## src/rtl/knapsack_search_ctrl.sv

```systemverilog
// Purpose: exhaustive multi-constraint knapsack search over N_ITEMS items, keeping the best feasible subset and a feasible count.
// Latency: done pulses 2^N_ITEMS+3 cycles after the start-accept edge; one candidate subset per clock through a 2-stage pipeline.
// Backpressure: none; start is ignored while busy, abort cancels a running search without touching the published results.
module knapsack_search_ctrl #(
    parameter int N_ITEMS = 5,
    parameter int W       = 16
) (
    input  logic               clk,
    input  logic               rst_n,
    input  logic               cfg_we,
    input  logic [2:0]         cfg_idx,
    input  logic [W-1:0]       cfg_value,
    input  logic [W-1:0]       cfg_weight,
    input  logic [W-1:0]       cfg_volume,
    input  logic [W-1:0]       min_value,
    input  logic [W-1:0]       max_weight,
    input  logic [W-1:0]       max_volume,
    input  logic               start,
    input  logic               abort,
    output logic               busy,
    output logic               done,
    output logic               found,
    output logic [N_ITEMS-1:0] best_mask,
    output logic [W+2:0]       best_value,
    output logic [N_ITEMS:0]   feas_count
);

    localparam int SUM_W = W + 3;

    typedef enum logic [1:0] {
        IDLE  = 2'd0,
        RUN   = 2'd1,
        DRAIN = 2'd2,
        DONE  = 2'd3
    } state_t;

    state_t state;

    // item table
    logic [W-1:0] item_val [N_ITEMS];
    logic [W-1:0] item_wgt [N_ITEMS];
    logic [W-1:0] item_vol [N_ITEMS];

    // limits frozen at start acceptance
    logic [W-1:0] lim_min;
    logic [W-1:0] lim_wgt;
    logic [W-1:0] lim_vol;

    // sequencing
    logic [N_ITEMS-1:0] cnt;
    logic               drain_cnt;
    logic               start_acc;

    // stage-1 registers
    logic               s1_vld;
    logic [N_ITEMS-1:0] s1_mask;
    logic [SUM_W-1:0]   s1_val;
    logic [SUM_W-1:0]   s1_wgt;
    logic [SUM_W-1:0]   s1_vol;

    // stage-2 running results
    logic               run_found;
    logic [N_ITEMS-1:0] run_mask;
    logic [SUM_W-1:0]   run_value;
    logic [N_ITEMS:0]   run_count;

    // combinational sums for the mask being issued
    logic [SUM_W-1:0]   sum_val;
    logic [SUM_W-1:0]   sum_wgt;
    logic [SUM_W-1:0]   sum_vol;
    logic               feas;

    assign start_acc = (state == IDLE) && start && !abort;

    // Item table writes, only accepted while idle; out-of-range indices fall through.
    always_ff @(posedge clk or negedge rst_n) begin
        if (!rst_n) begin
            for (int i = 0; i < N_ITEMS; i++) begin
                item_val[i] <= '0;
                item_wgt[i] <= '0;
                item_vol[i] <= '0;
            end
        end else if (cfg_we && (state == IDLE)) begin
            for (int i = 0; i < N_ITEMS; i++) begin
                if (cfg_idx == 3'(i)) begin
                    item_val[i] <= cfg_value;
                    item_wgt[i] <= cfg_weight;
                    item_vol[i] <= cfg_volume;
                end
            end
        end
    end

    // Zero-extended totals of the currently issued subset.
    always_comb begin
        sum_val = '0;
        sum_wgt = '0;
        sum_vol = '0;
        for (int i = 0; i < N_ITEMS; i++) begin
            if (cnt[i]) begin
                sum_val = sum_val + {3'b000, item_val[i]};
                sum_wgt = sum_wgt + {3'b000, item_wgt[i]};
                sum_vol = sum_vol + {3'b000, item_vol[i]};
            end
        end
    end

    // Feasibility of the subset held in stage 1.
    always_comb begin
        feas = (s1_val >= {3'b000, lim_min}) &&
               (s1_wgt <= {3'b000, lim_wgt}) &&
               (s1_vol <= {3'b000, lim_vol});
    end

    // Two-stage pipeline: stage 1 latches totals, stage 2 folds them into the running best/count.
    always_ff @(posedge clk or negedge rst_n) begin
        if (!rst_n) begin
            s1_vld    <= 1'b0;
            s1_mask   <= '0;
            s1_val    <= '0;
            s1_wgt    <= '0;
            s1_vol    <= '0;
            run_found <= 1'b0;
            run_mask  <= '0;
            run_value <= '0;
            run_count <= '0;
        end else begin
            s1_vld <= (state == RUN) && !abort;
            if (state == RUN) begin
                s1_mask <= cnt;
                s1_val  <= sum_val;
                s1_wgt  <= sum_wgt;
                s1_vol  <= sum_vol;
            end
            if (start_acc) begin
                run_found <= 1'b0;
                run_mask  <= '0;
                run_value <= '0;
                run_count <= '0;
            end else if (s1_vld && (state != IDLE) && feas) begin
                run_count <= run_count + 1'b1;
                // strict compare keeps the lower mask on ties
                if (!run_found || (s1_val > run_value)) begin
                    run_found <= 1'b1;
                    run_mask  <= s1_mask;
                    run_value <= s1_val;
                end
            end
        end
    end

    // Search sequencer with registered status and result outputs.
    always_ff @(posedge clk or negedge rst_n) begin
        if (!rst_n) begin
            state      <= IDLE;
            cnt        <= '0;
            drain_cnt  <= 1'b0;
            lim_min    <= '0;
            lim_wgt    <= '0;
            lim_vol    <= '0;
            busy       <= 1'b0;
            done       <= 1'b0;
            found      <= 1'b0;
            best_mask  <= '0;
            best_value <= '0;
            feas_count <= '0;
        end else begin
            done <= 1'b0;
            case (state)
                IDLE: begin
                    if (start_acc) begin
                        lim_min <= min_value;
                        lim_wgt <= max_weight;
                        lim_vol <= max_volume;
                        cnt     <= '0;
                        busy    <= 1'b1;
                        state   <= RUN;
                    end
                end
                RUN: begin
                    if (abort) begin
                        busy  <= 1'b0;
                        state <= IDLE;
                    end else if (cnt == '1) begin
                        drain_cnt <= 1'b0;
                        state     <= DRAIN;
                    end else begin
                        cnt <= cnt + 1'b1;
                    end
                end
                DRAIN: begin
                    if (abort) begin
                        busy  <= 1'b0;
                        state <= IDLE;
                    end else if (drain_cnt) begin
                        state <= DONE;
                    end else begin
                        drain_cnt <= 1'b1;
                    end
                end
                DONE: begin
                    busy  <= 1'b0;
                    state <= IDLE;
                    if (!abort) begin
                        done       <= 1'b1;
                        found      <= run_found;
                        best_mask  <= run_mask;
                        best_value <= run_value;
                        feas_count <= run_count;
                    end
                end
                default: begin
                    busy  <= 1'b0;
                    state <= IDLE;
                end
            endcase
        end
    end

endmodule

```

## config.mk

```make
export PLATFORM = sky130hd
export DESIGN_NAME = knapsack_search_ctrl
export DESIGN_NICKNAME = d
export VERILOG_FILES = /design/src/rtl/knapsack_search_ctrl.sv
export SDC_FILE = /design/constraint.sdc
export NUM_CORES = 1
export LEC_CHECK = 0
export ABC_AREA = 1
export CELL_PAD_IN_SITES_DETAIL_PLACEMENT = 1
export CELL_PAD_IN_SITES_GLOBAL_PLACEMENT = 1
export CORE_ASPECT_RATIO = 1.5
export CORE_MARGIN = 1.5
export CORE_UTILIZATION = 35
export CTS_CLUSTER_SIZE = 14
export DETAILED_ROUTE_END_ITERATION = 7
export PLACE_DENSITY = 0.68
export SYNTH_ARGS = -nofsm -noshare
export SYNTH_HDL_FRONTEND = slang
export SYNTH_SLANG_ARGS = --single-unit
```

## constraint.sdc

```tcl
create_clock -name clk -period 6.6 [get_ports clk]
set_clock_uncertainty 0.2 [all_clocks]
set_input_delay 0.99 -clock clk [delete_from_list [all_inputs] [get_ports clk]]
set_output_delay 0.99 -clock clk [all_outputs]
set_load 0.01 [all_outputs]
```

==> results_dict.tcl <==
set metrics [dict create \
    max_freq_mhz 160 \
    grt_antenna_before_repair 0 \
    crit_path_frequent_cell "sky130_fd_sc_hd__nand2_1" \
    drt_iter0_markers 1257 \
    timing_worst_setup_path_type "register to register" \
    synth_top_cell_by_area "sky130_fd_sc_hd__dfrtp_1" \
    detailedRoute.firstPassIterationCount 5 \
    max_stage_delay_ns 0.44 \
    tightest_slew_ns 1.06 \
    synthesized_netlist_net_count 4478 \
    rsz0062_at_grt "yes" \
    postSynthAreaPerCell_um2 7.30 \
    yosys_warn_count 0 \
    critPathArrivalTime_ns 6.55 \
    cts_htree_levels 2 \
    timing.reg2reg.setup_slack_ns 0.34 \
    power.static_leakage_nw 18.0 \
    hold_violations 0 \
    worst_skew_pair.late_latency_ns 0.61 \
    postCtsHoldBufs 0 \
    wire_length_of_the_first_global_routing_pass_um 153000 \
    vias 27500 \
    clock_tree_from_tritoncts "done" \
    row_count 131 \
    maxSlewViolCount 0 \
    clock_tree.root_cell "sky130_fd_sc_hd__clkbuf_16" \
    ys.flop_type "sky130_fd_sc_hd__dfrtp_1" \
    crit_path_end_kind "register" \
    report.final.setup_viol 0 \
    via_per_inst 5.07 \
    area.growth.synth_to_final_pct 19.9 \
    timing.reg2reg.worst_path_depth 45 \
    drcViolationCount 0 \
    design.die.area_um2 87100 \
    filler_cell_count 10500 \
    wl_um 94600 \
    startpoint_type "register" \
    antenna_cells 0 \
    port_buffers 136 \
    floorplan.initialDensity_pct 35.2 \
    wl_per_cell_um 17.4 \
    clock_sink_total 423 \
    globalRoute.totalOverflow 0 \
    worstReg2RegEnd "s1_val[17]$_DFFE_PN0P_" \
    slew-limit-headroom_pct 29.1 \
    placed_cells_incl_taps 5309 \
    placedInstanceArea_um2 32800 \
    ir_drop_uv 207 \
    area_of_the_placeable_core_um2 84700 \
    power.density_nw_per_um2 491 \
    async_reset_ff_share_pct 100 \
    regToRegStartpoint "cnt[0]$_DFFE_PN0P_" \
    min-delay-path-class "input pin to asynchronous set/reset pin" \
    synth-seq-cells 423 \
    startpoint "cnt[0]$_DFFE_PN0P_" \
    drive_gt1_share_pct 11.7 \
    netlist_area_um2 29900 \
    first_global_vias 28800 \
    top_level_ports 137 \
    cts.path.max_buffers 3 \
    final.min_clock_period_ns 6.26 \
    largest_cells_by_area_after_synthesis "sky130_fd_sc_hd__dfrtp_1, sky130_fd_sc_hd__nand2_1, sky130_fd_sc_hd__ha_1" \
    final_cells 5426 \
    placement.setup.worst_slack_ns -0.262 \
    route.antenna.remaining_nets 0 \
    synth_top_area_share_pct 35.5 \
    post-synth-top-count-cell "sky130_fd_sc_hd__nand2_1" \
    fin_area_um2 35800 \
    grt_use_total_pct 22.0 \
    timing.final.crit_share_pct 94.8 \
    result_of_the_run "completed" \
    syn-instance-count 4090 \
    synth.lib_cells_used.distinct 56 \
    final.setup.worst_slack_ns 0.345 \
    die_height_um 361 \
    seq_area_frac_synth_pct 35.5 \
    grt_max_degree 99 \
    required_ns 6.89 \
    total_power_mw 17.6 \
    clkTransAtPathRegs_ns 0.07 \
    worst_path_max_delay_cell "sky130_fd_sc_hd__dfrtp_2" \
    max_cap_violations 0 \
    final_net_count 4645 \
    synthTopCellsByCount "sky130_fd_sc_hd__nand2_1, sky130_fd_sc_hd__o21ai_0, sky130_fd_sc_hd__inv_1" \
    critical_path_peak_fanout 13 \
    synth-edff-count 0 \
    dp.final_hpwl_um 72900 \
    cts-buffers-inserted 48 \
    dieWidth_um 241 \
    gp_congestion 0.907 \
]
cell type report:
cell class / count / area [µm²] / area share, %
Clock buffer: 67 / 1370 / 3.84
Clock inverter: 22 / 343 / 0.957
Inverter: 443 / 1660 / 4.64
Multi-Input combinational cell: 3087 / 18100 / 50.6
Sequential cell: 423 / 10600 / 29.6
Tap cell: 1130 / 1410 / 3.95
Timing Repair Buffer: 254 / 2310 / 6.44
metal layers:
metal  global-route usage (%)  share of wire (%)
met1                     29.5                 48
met3                     2.03                2.5
met4                     5.09                2.1
met2                     37.9                 48
met5                        0                  0
layout by cell type (no fill, tap or decap), drive strengths merged, types with 60 or more instances in the layout:
| master | count |
|---|---|
| nand2 | 1251 |
| ha | 272 |
| buf | 119 |
| a21oi | 220 |
| inv | 444 |
| nor2 | 161 |
| clkdlybuf4s50 | 135 |
| xor2 | 60 |
| dfrtp | 423 |
| clkbuf | 67 |
| o21ai | 542 |
| nand3 | 283 |
critical path: cells and delay by family, from the launching register on:
kind,cells,cell delay (ns)
compound gates,6,0.71
xor+xnor,2,0.30
fa+ha+maj,4,1.11
buf+inv,6,0.60
flops,1,0.44
simple gates,27,2.78
worst max-delay path by stage:
stage | endpoint | cells after the start
after floorplan | s1_val[17]$_DFFE_PN0P_ | 41
after global placement | s1_vol[18]$_DFFE_PN0P_ | 42
after detailed placement | s1_vol[16]$_DFFE_PN0P_ | 40
after CTS | s1_vol[18]$_DFFE_PN0P_ | 44
after global routing | s1_val[17]$_DFFE_PN0P_ | 42
final | s1_val[17]$_DFFE_PN0P_ | 45
cells by family after synthesis:
kind of cell	share of synthesized area [%]
AND/OR/NAND/NOR	26.5
AO/OA/AOI/OAI	15.6
buffers and inverters	7.45
flip-flops	35.5
adder cells (fa/ha/maj)	12.2
XOR/XNOR	2.73
multiplexers	0.0335
flip-flops by register name, indices dropped and copies added, names as in the netlist, 2 cells and up:
signal      cells
s1_mask         5
run_count       6
s1_vol         19
run_mask        5
best_mask       5
run_value      19
best_value     19
lim_min        16
cnt             5
state           2
s1_wgt         19
item_wgt       80
item_val       80
lim_vol        16
lim_wgt        16
feas_count      6
s1_val         19
item_vol       80
metrics by stage:
stage                     utilization (%)  hold WS [ns]  TNS [ns]
after floorplan                         -         0.242         0
after global placement               38.7         0.258    -0.180
after detailed placement             38.7         0.262    -0.959
after CTS                            40.8         0.215         0
after global routing                 42.3         0.224    -0.782
final                                42.3         0.170         0
what timing repair did:
| item | CTS | global route |
|---|---|---|
| pin swaps | 0 | 52 |
| endpoints found under the hold margin | 0 | 0 |
| buffers inserted | 1 | 27 |
| gates resized for setup | 12 | 219 |
| endpoints found under the setup margin | 8 | 29 |
power breakdown:
part / total, mW / internal (mW) / switching (mW)
Combinational: 10.2 / 4.03 / 6.12
Clock: 2.95 / 1.77 / 1.18
Sequential: 4.47 / 3.67 / 0.797
Total: 17.6 / 9.48 / 8.09
Power figures use the tool's default switching activity.
